[src/rtl/pid_out_pkg.sv]
// Shared types and helpers for the PI regulator output bank.
// Clamp works on a 64-bit signed domain; callers sign-extend.
package pid_out_pkg;

  localparam int MAXW = 64;

  typedef struct packed {
    logic signed [MAXW-1:0] value;
    logic                   flag;
  } clamp_res_t;

  function automatic int ch_w(input int n);
    ch_w = (n > 1) ? $clog2(n) : 1;
  endfunction

  function automatic clamp_res_t clamp(
    input logic signed [MAXW-1:0] v,
    input logic signed [MAXW-1:0] lo,
    input logic signed [MAXW-1:0] hi
  );
    clamp.value = v;
    clamp.flag  = 1'b0;
    if (v > hi) begin
      clamp.value = hi;
      clamp.flag  = 1'b1;
    end else if (v < lo) begin
      clamp.value = lo;
      clamp.flag  = 1'b1;
    end
  endfunction

endpackage

[src/rtl/sat_clamp.sv]
// Combinational signed saturation of one W-bit sample.
// Flags any input that fell outside [OUT_MIN, OUT_MAX].
module sat_clamp
  import pid_out_pkg::*;
#(
  parameter int W = 32,
  parameter logic signed [W-1:0] OUT_MIN = {1'b1, {(W-1){1'b0}}},
  parameter logic signed [W-1:0] OUT_MAX = {1'b0, {(W-1){1'b1}}}
)(
  input  logic [W-1:0] din,
  output logic [W-1:0] dout,
  output logic         sat
);

  logic signed [MAXW-1:0] din_x;
  logic signed [MAXW-1:0] lo_x;
  logic signed [MAXW-1:0] hi_x;
  clamp_res_t             res;
  logic [MAXW-W:0]        top_bits;

  always_comb begin
    din_x = MAXW'($signed(din));
    lo_x  = MAXW'(OUT_MIN);
    hi_x  = MAXW'(OUT_MAX);
    res   = clamp(din_x, lo_x, hi_x);
  end

  // Result bits above W-1 are pure sign extension of a W-bit bound.
  assign top_bits = res.value[MAXW-1:W-1];
  assign dout     = res.value[W-1:0];
  assign sat      = res.flag | ~((&top_bits) | ~(|top_bits));

endmodule

[src/rtl/pid_output_bank.sv]
// Double-buffered, saturating N-channel output latch for the PI core.
// Shadows fill per channel; a commit publishes them all at once.
module pid_output_bank
  import pid_out_pkg::*;
#(
  parameter int N_CH = 2,
  parameter int W = 32,
  parameter logic signed [W-1:0] OUT_MIN = {1'b1, {(W-1){1'b0}}},
  parameter logic signed [W-1:0] OUT_MAX = {1'b0, {(W-1){1'b1}}},
  parameter bit AUTO_COMMIT = 1'b0,
  parameter int TIMEOUT = 0,
  localparam int CH_W = ch_w(N_CH)
)(
  input  logic              CLOCK,
  input  logic              RESET,
  input  logic              ENABLE,
  input  logic [CH_W-1:0]   CH_SEL,
  input  logic [W-1:0]      DATA_INPUT,
  input  logic              COMMIT,
  output logic [N_CH*W-1:0] PIDOUT,
  output logic [N_CH-1:0]   WR_MASK,
  output logic [N_CH-1:0]   CLAMPED,
  output logic              UPDATED,
  output logic              FAULT
);

  logic [W-1:0]    wr_val;
  logic            wr_sat;
  logic [N_CH-1:0] wr_hit;
  logic [N_CH-1:0] mask_q;
  logic            commit;
  logic            wd_hit;
  logic            updated_q;
  logic            fault_q;

  sat_clamp #(
    .W       (W),
    .OUT_MIN (OUT_MIN),
    .OUT_MAX (OUT_MAX)
  ) u_clamp (
    .din  (DATA_INPUT),
    .dout (wr_val),
    .sat  (wr_sat)
  );

  assign commit = COMMIT | (AUTO_COMMIT & (&mask_q));

  for (genvar i = 0; i < N_CH; i++) begin : g_ch
    logic [W-1:0] shadow_q;
    logic         sclamp_q;
    logic [W-1:0] live_q;
    logic         lclamp_q;

    assign wr_hit[i] = ENABLE && (CH_SEL == CH_W'(i));

    always_ff @(posedge CLOCK) begin
      if (RESET) begin
        shadow_q <= '0;
        sclamp_q <= 1'b0;
      end else if (wr_hit[i]) begin
        shadow_q <= wr_val;
        sclamp_q <= wr_sat;
      end
    end

    // Commit reads the pre-write shadow, so a same-cycle write waits.
    always_ff @(posedge CLOCK) begin
      if (RESET) begin
        live_q   <= '0;
        lclamp_q <= 1'b0;
      end else if (commit) begin
        live_q   <= shadow_q;
        lclamp_q <= sclamp_q;
      end else if (wd_hit) begin
        live_q   <= '0;
        lclamp_q <= 1'b0;
      end
    end

    assign PIDOUT[i*W +: W] = live_q;
    assign CLAMPED[i]       = lclamp_q;
  end

  always_ff @(posedge CLOCK) begin
    if (RESET) begin
      mask_q    <= '0;
      updated_q <= 1'b0;
    end else begin
      mask_q    <= commit ? wr_hit : (mask_q | wr_hit);
      updated_q <= commit | wd_hit;
    end
  end

  if (TIMEOUT > 0) begin : g_wd
    localparam int WD_W = $clog2(TIMEOUT + 1);
    logic [WD_W-1:0] cnt_q;

    assign wd_hit = !commit && (cnt_q == WD_W'(TIMEOUT - 1));

    always_ff @(posedge CLOCK) begin
      if (RESET) begin
        cnt_q   <= '0;
        fault_q <= 1'b0;
      end else if (commit) begin
        cnt_q   <= '0;
        fault_q <= 1'b0;
      end else begin
        if (cnt_q != WD_W'(TIMEOUT)) cnt_q <= cnt_q + 1'b1;
        if (wd_hit) fault_q <= 1'b1;
      end
    end
  end else begin : g_no_wd
    assign wd_hit  = 1'b0;
    assign fault_q = 1'b0;
  end

  assign WR_MASK = mask_q;
  assign UPDATED = updated_q;
  assign FAULT   = fault_q;

endmodule
[config.mk]
export PLATFORM = sky130hd
export DESIGN_NAME = pid_output_bank
export DESIGN_NICKNAME = d
export VERILOG_FILES = /design/src/rtl/pid_out_pkg.sv /design/src/rtl/sat_clamp.sv /design/src/rtl/pid_output_bank.sv
export SDC_FILE = /design/constraint.sdc
export NUM_CORES = 1
export LEC_CHECK = 0
export ABC_CLOCK_PERIOD_IN_PS = 2700
export CORE_MARGIN = 4
export CORE_UTILIZATION = 55
export CTS_BUF_LIST = sky130_fd_sc_hd__clkbuf_16
export DETAILED_ROUTE_END_ITERATION = 16
export PLACE_DENSITY = 0.94
export SYNTH_ARGS = -nofsm -noshare
export SYNTH_HDL_FRONTEND = slang
export SYNTH_HIERARCHICAL = 1
export SYNTH_SLANG_ARGS = --single-unit
[constraint.sdc]
create_clock -name CLOCK -period 2.7 [get_ports CLOCK]
set_clock_uncertainty 0.2 [all_clocks]
set_input_delay 0.81 -clock CLOCK [delete_from_list [all_inputs] [get_ports CLOCK]]
set_output_delay 0.81 -clock CLOCK [all_outputs]
set_load 0.005 [all_outputs]
==> results of run 1 <==
[cell type report]
class                           count  area (µm²)
Timing Repair Buffer              111        1170
Clock buffer                       17         425
Sequential cell                   135        2700
Multi-Input combinational cell    308        2260
Fill cell                         619        2440
Clock inverter                     15         179
Tap cell                          129         161
[synth_stat cells (all sizes together)]
| library cell | n | area, µm² |
|---|---|---|
| a21oi | 2 | 10.0 |
| and2 | 1 | 6.26 |
| buf | 27 | 205 |
| clkbuf | 43 | 176 |
| conb | 2 | 7.51 |
| dfxtp | 135 | 2700 |
| mux2i | 132 | 1320 |
| nand2 | 1 | 3.75 |
| nand2b | 102 | 638 |
| nor2 | 66 | 248 |
| nor2b | 2 | 15.0 |
[flip-flops by register name, indices dropped and copies added, names as in the netlist]
name and flops:
UPDATED 1, WR_MASK 2, g_ch.shadow_q 64, g_ch.sclamp_q 2, g_ch.live_q 64, g_ch.lclamp_q 2
[per-layer routing]
metal | wire, µm | GRT usage, % | share of wire (%) | vias up
met2 | 5760 | 36.5 | 52 | 82
met4 | 147 | 7.31 | 1.3 | 0
met1 | 4600 | 23.1 | 42 | 1685
li1 | - | - | - | 1745
met5 | 0 | 0 | 0 | -
met3 | 495 | 6.07 | 4.5 | 16
[power breakdown]
part	total [mW]	internal [mW]	switching (mW)
logic	0.381	0.216	0.164
clock network	2.35	1.46	0.891
registers	2.12	2.07	0.0442
total	4.84	3.74	1.10
[kinds of logic (layout without fill, tap and decap cells)]
| group | Yosys count | in the layout | share of synthesized area [%] |
|---|---|---|---|
| AOI/OAI and AO/OA | 2 | 2 | 0.188 |
| buffers and inverters | 70 | 143 | 7.15 |
| DFF | 135 | 135 | 50.7 |
| muxes | 132 | 132 | 24.8 |
| other | 2 | 2 | 0.141 |
| and+or+nand+nor | 172 | 172 | 17.1 |
[worst max path at each step]
stage,start,endpoint,cells past startpoint
2_1_floorplan,COMMIT,g_ch[0].live_q[22]$_SDFFE_PP0P_,5
3_3_place_gp,ENABLE,g_ch[0].shadow_q[15]$_SDFFE_PP0P_,4
3_5_place_dp,ENABLE,g_ch[0].shadow_q[20]$_SDFFE_PP0P_,4
4_1_cts,g_ch[1].live_q[4]$_SDFFE_PP0P_,PIDOUT[36],1
5_1_grt,g_ch[0].live_q[15]$_SDFFE_PP0P_,PIDOUT[15],1
6_report,g_ch[1].live_q[4]$_SDFFE_PP0P_,PIDOUT[36],1
==> out/metrics.cfg, run 1 <==
[outcome]
status = finished clean

[worst_setup_path]
reg2reg_depth = 2
crit_path_end_kind = output pin
r2r_end = g_ch[0].live_q[1]$_SDFFE_PP0P_
worstPathArrival_ps = 1300
path_cells = clkdlybuf4s50_1
slowest_delay_ps = 520
cp_slowest_cell = clkdlybuf4s50_1
crit_buf_inv = 1
critical_path_class = flop to output pin
crit_family = buffers and inverters
rr_startpoint = g_ch[0].shadow_q[1]$_SDFFE_PP0P_
worst-endpoint-required_ps = 1690
setup.worst_path.start_class = flop
critPathMaxFanout = 2
reg2reg_slack_ps = 1790

[routing]
vias = 3528
drc_errors = 0
wl_per_cell_um = 15.4
postRouteAntennaNets = 0
drtPass1Iterations = 4
drt_wl_total_um = 11000
drt_iter0_markers = 112
via_per_inst = 4.93

[clocking]
clkTransAtPathRegs_ps = 60
cts.sinks = 135
clock_latency_ps = 410
clockBufferDepth = 2
htreeDepth = 4
root_buffer = clkbuf_16
hold_buffers = 0
cts_tree = yes
cts_resized = 0
cts.repair_timing.setup_buffer_count = 0
cts_made_buffers = 17

[finish]
layout_common_cells = 135 x dfxtp_1, 132 x mux2i_1, 103 x clkdlybuf4s50_1, 102 x nand2b_1, 66 x nor2_1
finalNonFillerCells = 715
final_common_cell = dfxtp_1
post-route-cell-area_mm2 = 0.00689
drive_gt1_share_pct = 6.83
syn_to_final_growth_pct = 29.2
n_antenna_cell = 0
nets = 610
fin_util_pct = 73.9

[place]
place_inst = 683
port_buffers = 105
place_ws_ps = 409
dp_hpwl_um = 7040
post_dp_cell_area_mm2 = 0.00629
gp_congestion = 0.778

[timing]
setup_viol_count_final = 0
finalHoldViolations = 0
finalCritPeriodShare_pct = 85.4
rsz0062_at_grt = false
setup_tns_ps = 0
finalCriticalPeriod_ps = 2310
slew_viol_final = 0
fin_ws_ps = 394
fmax_ghz = 0.434
holdWs_ps = 274

[hold_path]
hold_start = g_ch[0].shadow_q[21]$_SDFFE_PP0P_
min_to = g_ch[0].shadow_q[21]$_SDFFE_PP0P_
holdPathStages = 2
holdCritPathClass = flop to flop

[floorplan]
die_area_mm2 = 0.0113
io_pins = 107
num_rows = 35
initial_core_util_pct = 57.2
core_region_area_mm2 = 0.00933
dieWidth_um = 106
chipHeight_um = 106

[grt]
grt_pass1_wl_um = 18400
grt_antenna_before_repair = 0
gr-total-overflow = 0
grt_usage_pct = 20.5
grt_pass1_vias = 3869
grt_max_degree = 81

[pwr]
p_per_area_mw_per_mm2 = 703
p_leak_nw = 2.89
peakVddDrop_mv = 0.511
total_power_mw = 4.84

[synthesis]
syn-cell-area_mm2 = 0.00533
synth_warnings = 6
ys_types = 15
synth_area_per_cell_um2 = 10.4
synth_seq_area_share_pct = 50.7
netlist_instances = 513
ys_seq_elements = 135
synth_nets = 550

[job]
maxCapViolations = 0

Note: power is estimated with default switching activity, not from simulation.
==> run 2, diff against run 1 <==
--- a/config.mk
+++ b/config.mk
@@ -5,12 +5,12 @@
 export SDC_FILE = /design/constraint.sdc
 export NUM_CORES = 1
 export LEC_CHECK = 0
-export ABC_CLOCK_PERIOD_IN_PS = 2700
 export CORE_MARGIN = 4
 export CORE_UTILIZATION = 55
 export CTS_BUF_LIST = sky130_fd_sc_hd__clkbuf_16
 export DETAILED_ROUTE_END_ITERATION = 16
 export PLACE_DENSITY = 0.94
+export SKIP_CTS_REPAIR_TIMING = 1
 export SYNTH_ARGS = -nofsm -noshare
 export SYNTH_HDL_FRONTEND = slang
 export SYNTH_HIERARCHICAL = 1
==> results of run 2 <==
Final layout, timing and power as in run 1 (identical DEF).
